--- config.mk ---
export PLATFORM = sky130hd
export DESIGN_NAME = rom_byte_streamer_flat
export DESIGN_NICKNAME = d
export VERILOG_FILES = /design/src/rtl/rom_byte_streamer_if.sv /design/src/rtl/rom_byte_streamer.sv /design/src/flat_wrapper.sv
export SDC_FILE = /design/constraint.sdc
export NUM_CORES = 1
export LEC_CHECK = 0
export BUFFER_PORTS_ARGS = -buffer_cell sky130_fd_sc_hd__buf_2
export CORE_AREA = 2 2 101 103
export CTS_CLUSTER_DIAMETER = 60
export DETAILED_ROUTE_END_ITERATION = 10
export DIE_AREA = 0 0 103 105
export REMOVE_ABC_BUFFERS = 1
export SLEW_MARGIN = 20
export SYNTH_ARGS = -nofsm -noshare
export SYNTH_HDL_FRONTEND = slang
export SYNTH_SLANG_ARGS = --single-unit
--- constraint.sdc ---
create_clock -name clk -period 2.3 [get_ports clk]
set_input_delay 0.23 -clock clk [delete_from_list [all_inputs] [get_ports clk]]
set_output_delay 0.23 -clock clk [all_outputs]
set_load 0.1 [all_outputs]
--- src/rtl/rom_byte_streamer_if.sv ---
// rtl/rom_byte_streamer_if.sv - command, ROM and byte-stream signals of the ROM byte streamer
interface rom_byte_streamer_if #(
  parameter int ADDR_W = 8,
  parameter int LEN_W  = 11
);
  logic                start;
  logic [ADDR_W+1:0]   start_badr;
  logic [LEN_W-1:0]    len;
  logic                abort;
  logic [ADDR_W-1:0]   rom_adr;
  logic [31:0]         rom_data;
  logic                out_valid;
  logic                out_ready;
  logic [7:0]          out_byte;
  logic [ADDR_W+1:0]   out_badr;
  logic                busy;
  logic                done;

  modport master (
    output start, start_badr, len, abort, rom_data, out_ready,
    input  rom_adr, out_valid, out_byte, out_badr, busy, done
  );

  modport slave (
    input  start, start_badr, len, abort, rom_data, out_ready,
    output rom_adr, out_valid, out_byte, out_badr, busy, done
  );
endinterface

--- src/rtl/rom_byte_streamer.sv ---
// rtl/rom_byte_streamer.sv - walks a byte range of a 32-bit async ROM, one word fetch per 4 bytes
module rom_byte_streamer #(
  parameter int ADDR_W = 8,
  parameter int LEN_W  = 11
) (
  input logic               clk,
  input logic               rst,
  rom_byte_streamer_if.slave bus
);
  localparam int BA_W = ADDR_W + 2;

  localparam logic [1:0] S_IDLE   = 2'd0;
  localparam logic [1:0] S_FETCH  = 2'd1;
  localparam logic [1:0] S_STREAM = 2'd2;
  localparam logic [1:0] S_DONE   = 2'd3;

  logic [1:0]       state_q, state_d;
  logic [BA_W-1:0]  cur_badr_q, cur_badr_d;
  logic [LEN_W-1:0] remaining_q, remaining_d;
  logic [31:0]      word_q, word_d;
  logic             accept;

  assign accept = (state_q == S_STREAM) && bus.out_ready;

  always_comb begin
    state_d     = state_q;
    cur_badr_d  = cur_badr_q;
    remaining_d = remaining_q;
    word_d      = word_q;
    case (state_q)
      S_IDLE: begin
        if (bus.start) begin
          if (bus.len != '0) begin
            cur_badr_d  = bus.start_badr;
            remaining_d = bus.len;
            state_d     = S_FETCH;
          end else begin
            state_d = S_DONE;
          end
        end
      end
      S_FETCH: begin
        word_d  = bus.rom_data;
        state_d = S_STREAM;
      end
      S_STREAM: begin
        if (accept) begin
          cur_badr_d  = cur_badr_q + BA_W'(1);
          remaining_d = remaining_q - LEN_W'(1);
          // Last byte wins over a word boundary: no useless fetch at the end.
          if (remaining_q == LEN_W'(1)) begin
            state_d = S_DONE;
          end else if (cur_badr_q[1:0] == 2'b11) begin
            state_d = S_FETCH;
          end
        end
      end
      S_DONE: begin
        state_d = S_IDLE;
      end
      default: begin
        state_d = S_IDLE;
      end
    endcase
    // Abort discards any same-cycle accept so the partial byte is not consumed.
    if (bus.abort && (state_q != S_IDLE)) begin
      state_d     = S_IDLE;
      cur_badr_d  = cur_badr_q;
      remaining_d = remaining_q;
      word_d      = word_q;
    end
  end

  always_ff @(posedge clk) begin
    if (rst) begin
      state_q     <= S_IDLE;
      cur_badr_q  <= '0;
      remaining_q <= '0;
      word_q      <= '0;
    end else begin
      state_q     <= state_d;
      cur_badr_q  <= cur_badr_d;
      remaining_q <= remaining_d;
      word_q      <= word_d;
    end
  end

  assign bus.rom_adr   = cur_badr_q[BA_W-1:2];
  assign bus.out_valid = (state_q == S_STREAM);
  assign bus.out_byte  = word_q[{cur_badr_q[1:0], 3'b000} +: 8];
  assign bus.out_badr  = cur_badr_q;
  assign bus.busy      = (state_q != S_IDLE);
  assign bus.done      = (state_q == S_DONE);
endmodule
--- src/flat_wrapper.sv ---
// flat-port wrapper written by rule: the top's interface ports become plain ports
module rom_byte_streamer_flat 
#(
  parameter int ADDR_W = 8,
  parameter int LEN_W  = 11
)
  (clk, rst, bus_start, bus_start_badr, bus_len, bus_abort, bus_rom_data, bus_out_ready, bus_rom_adr, bus_out_valid, bus_out_byte, bus_out_badr, bus_busy, bus_done);
  rom_byte_streamer_if #(.ADDR_W(ADDR_W), .LEN_W(LEN_W)) bus_i ();
  input logic clk;
  input logic rst;
  input wire logic [$bits(bus_i.start)-1:0] bus_start;
  input wire logic [$bits(bus_i.start_badr)-1:0] bus_start_badr;
  input wire logic [$bits(bus_i.len)-1:0] bus_len;
  input wire logic [$bits(bus_i.abort)-1:0] bus_abort;
  input wire logic [$bits(bus_i.rom_data)-1:0] bus_rom_data;
  input wire logic [$bits(bus_i.out_ready)-1:0] bus_out_ready;
  output wire logic [$bits(bus_i.rom_adr)-1:0] bus_rom_adr;
  output wire logic [$bits(bus_i.out_valid)-1:0] bus_out_valid;
  output wire logic [$bits(bus_i.out_byte)-1:0] bus_out_byte;
  output wire logic [$bits(bus_i.out_badr)-1:0] bus_out_badr;
  output wire logic [$bits(bus_i.busy)-1:0] bus_busy;
  output wire logic [$bits(bus_i.done)-1:0] bus_done;
  assign bus_i.start = bus_start;
  assign bus_i.start_badr = bus_start_badr;
  assign bus_i.len = bus_len;
  assign bus_i.abort = bus_abort;
  assign bus_i.rom_data = bus_rom_data;
  assign bus_i.out_ready = bus_out_ready;
  assign bus_rom_adr = bus_i.rom_adr;
  assign bus_out_valid = bus_i.out_valid;
  assign bus_out_byte = bus_i.out_byte;
  assign bus_out_badr = bus_i.out_badr;
  assign bus_busy = bus_i.busy;
  assign bus_done = bus_i.done;
  rom_byte_streamer #(.ADDR_W(ADDR_W), .LEN_W(LEN_W)) u_core (.clk(clk), .rst(rst), .bus(bus_i));
endmodule
==> impl_metrics.py <==
metrics = {
    "outcome": {
        "status": "finished clean",
    },
    "worst_setup_path": {
        "worstSetupEndpointType": "output port",
        "path_class": "reg2out",
        "cp_max_fo": 17,
        "required_ps": 2070,
        "start_kind": "flip-flop",
        "worstPathArrival_ps": 1800,
    },
    "die": {
        "io_pins": 87,
        "die_y_um": 105,
        "start_util": 0.2952,
        "coreArea_mm2": 0.009639,
        "dieArea_mm2": 0.01082,
        "die_x_um": 103,
        "rows": 36,
    },
    "cells_and_area": {
        "fillers": 1058,
        "fin_nets": 479,
        "n_antenna_cell": 0,
        "final_layout_size_suffix_gt1_frac": 0.2816,
        "post-route-cell-area_mm2": 0.003463,
        "synthToLayoutAreaGrowth_pct": 21.72,
        "multi_input_area_mm2": 0.001556,
        "regArea_mm2": 0.001101,
    },
    "route": {
        "antenna_left": 0,
        "drc_errors": 0,
        "first_pass_iters": 4,
        "routed_wl_um": 8164,
        "drt_iter0_markers": 134,
        "vias": 2822,
        "drt-vias-per-instance": 5.112,
        "routedWlPerCell_um": 14.79,
    },
    "timing": {
        "finalCriticalPeriod_ps": 2031,
        "worst_slew_pin_slew_ps": 596.7,
        "hold_viol": 0,
        "slew_viol_final": 0,
        "finalCritPeriodShare": 0.8830,
        "rsz0062_at_grt": "false",
        "worst_hold_slack_ps": 135.6,
        "finalSetupViolCount": 0,
        "relSlewSlack": 0.6022,
        "fmax_mhz": 492.4,
        "clock_skew_ps": 7.263,
    },
    "synth": {
        "ys.flop_type": "dfxtp_1",
        "synth_area_mm2": 0.002845,
        "yosysWarnings": 0,
        "yosys-top-cells-area": "dfxtp_1, nand2_1, a21oi_1",
        "ys_seq_area_frac": 0.3870,
        "yosysTopAreaCell": "dfxtp_1",
        "synth_most_common_cell": "nand2_1",
        "synth_seq_cells": 55,
        "synth-async-reset-ratio": 0,
        "netlist_instances": 351,
        "synth_edf_count": 0,
        "synth_area_per_cell_um2": 8.106,
        "ys_types": 46,
        "synth_top_area_frac": 0.3870,
        "yosys-top-cells-count": "nand2_1, dfxtp_1, a21oi_1",
    },
    "min_path": {
        "hp-class": "in2reg",
    },
    "cts": {
        "cts-root-buf": "clkbuf_8",
        "h-tree-depth": 2,
        "cts_resized": 0,
        "holdBufCountCts": 0,
        "ctsLongestPathBuffers": 2,
        "clk-insertion-delay-late_ps": 320,
        "post-cts-setup-buffer-count": 0,
        "cts_tree": "done",
        "clkTransAtPathRegs_ps": 100,
        "cts_buffers": 5,
        "cts.sinks": 55,
    },
    "global_route": {
        "grt_overflow_total": 0,
        "grt_max_degree": 55,
        "grt_pass1_wl_um": 13230,
        "track_usage": 0.1525,
        "antenna_found_initial": 0,
        "grt_pass1_vias": 2682,
    },
    "power": {
        "swShare": 0.4627,
        "p_leak_nw": 1.387,
        "power_switching_mw": 1.506,
        "p_seq_frac": 0.361,
        "clock_power_share": 0.206,
        "powerDensity_mw_per_mm2": 939.6,
        "internal_power_mw": 1.749,
        "ir_worst_vdd_mv": 0.4918,
        "p_comb_frac": 0.433,
    },
    "place": {
        "place_congestion": 0.8175,
        "place.port_buffers": 86,
        "placed_area_mm2": 0.003348,
        "hpwlAfterDp_um": 5779,
    },
    "flow_run": {
        "cap_violations": 0,
    },
}
==> sequential cells by signal, indices dropped and copies added, names as in the netlist <==
register and count:
u_core.word_q 32, u_core.bus.out_badr 10, u_core.remaining_q 11, u_core.state_q 2
==> final cells by class <==
| cell class | count | area share |
|---|---|---|
| clock inverters | 3 | 0.01337 |
| clock buffers | 5 | 0.01987 |
| multi-input cells | 255 | 0.4494 |
| inverters | 5 | 0.005419 |
| well taps | 133 | 0.04805 |
| flip-flops and latches | 55 | 0.3179 |
| repair buffers | 96 | 0.1460 |
==> logic make-up (layout without fill, tap and decap cells) <==
kind of cell,after synthesis,count (layout),synth area share
simple gates,134,134,0.2186
flops,55,55,0.3870
fa+ha+maj,3,3,0.01319
compound gates,110,110,0.2511
buf+inv,41,109,0.06684
mux,8,8,0.06332
==> cells in the final DEF, fill, tap and decap left out, drive strengths merged, types with 2 or more instances in the layout <==
| cell | count |
|---|---|
| nand2b | 4 |
| and2 | 2 |
| nand3 | 6 |
| ha | 3 |
| nand2 | 75 |
| dfxtp | 55 |
| nor3 | 6 |
| nand4 | 3 |
| nor4 | 4 |
| a22oi | 2 |
| and4 | 4 |
| inv | 6 |
| o21ai | 5 |
| a211oi | 3 |
| and3 | 4 |
| mux4 | 8 |
| a31oi | 8 |
| or4 | 2 |
| or2 | 2 |
| nor2 | 16 |
| buf | 96 |
| o31ai | 13 |
| o311ai | 11 |
| clkbuf | 5 |
| nor3b | 2 |
| o211a | 2 |
| a21oi | 52 |
| a311oi | 2 |
| a32o | 2 |
==> per-layer routing <==
layer  routed length (µm)  track usage  share of wire  vias up
li1                     -            -              -     1424
met1                 3681       0.2166           0.45     1286
met2                 3835       0.2379           0.47      105
met3                  593      0.03211          0.073        7
met4                   54      0.03008         0.0066        0
met5                    0            0              0        -
==> final timing paths <==
path                                           start                                   to  slack [ps]  cells past startpoint
hold reg to reg       u_core.word_q[30]$_SDFFE_PP0P_       u_core.word_q[30]$_SDFFE_PP0P_         450                      2
hold / removal                      bus_rom_data[25]       u_core.word_q[25]$_SDFFE_PP0P_         140                      3
setup reg to reg  u_core.remaining_q[0]$_SDFFE_PP0P_  u_core.remaining_q[10]$_SDFFE_PP0P_         320                      6
setup / recovery      u_core.state_q[0]$_SDFFE_PP0P_                        bus_out_valid         270                      3
==> power groups by stage <==
stage          Combinational, mW  Sequential [mW]  Clock, mW
2_1_floorplan              0.677             1.58          0
3_3_place_gp                1.41             1.19          0
3_5_place_dp                1.41             1.20          0
4_1_cts                     1.42             1.17      0.694
5_1_grt                     1.51             1.19      0.723
6_report                    1.41             1.18      0.669
==> per-stage QoR <==
step	util	instances	setup TNS, ps	worst slack (ps)	power (mW)
after detailed placement	0.3474	544	0	331.0	2.612
after global routing	0.3593	552	0	152.0	3.430
final	0.3593	552	0	269.0	3.254
after floorplan	-	315	-7197	-507.9	2.257
after CTS	0.3593	552	0	256.9	3.286
after global placement	0.3474	544	0	385.6	2.599
==> worst max-delay path: stages (launching register included) <==
cell and delay (ps):
dfxtp_1 380, nand2b_1 180, inv_1 390, buf_2 530
Note: power is estimated with default switching activity, not from simulation.
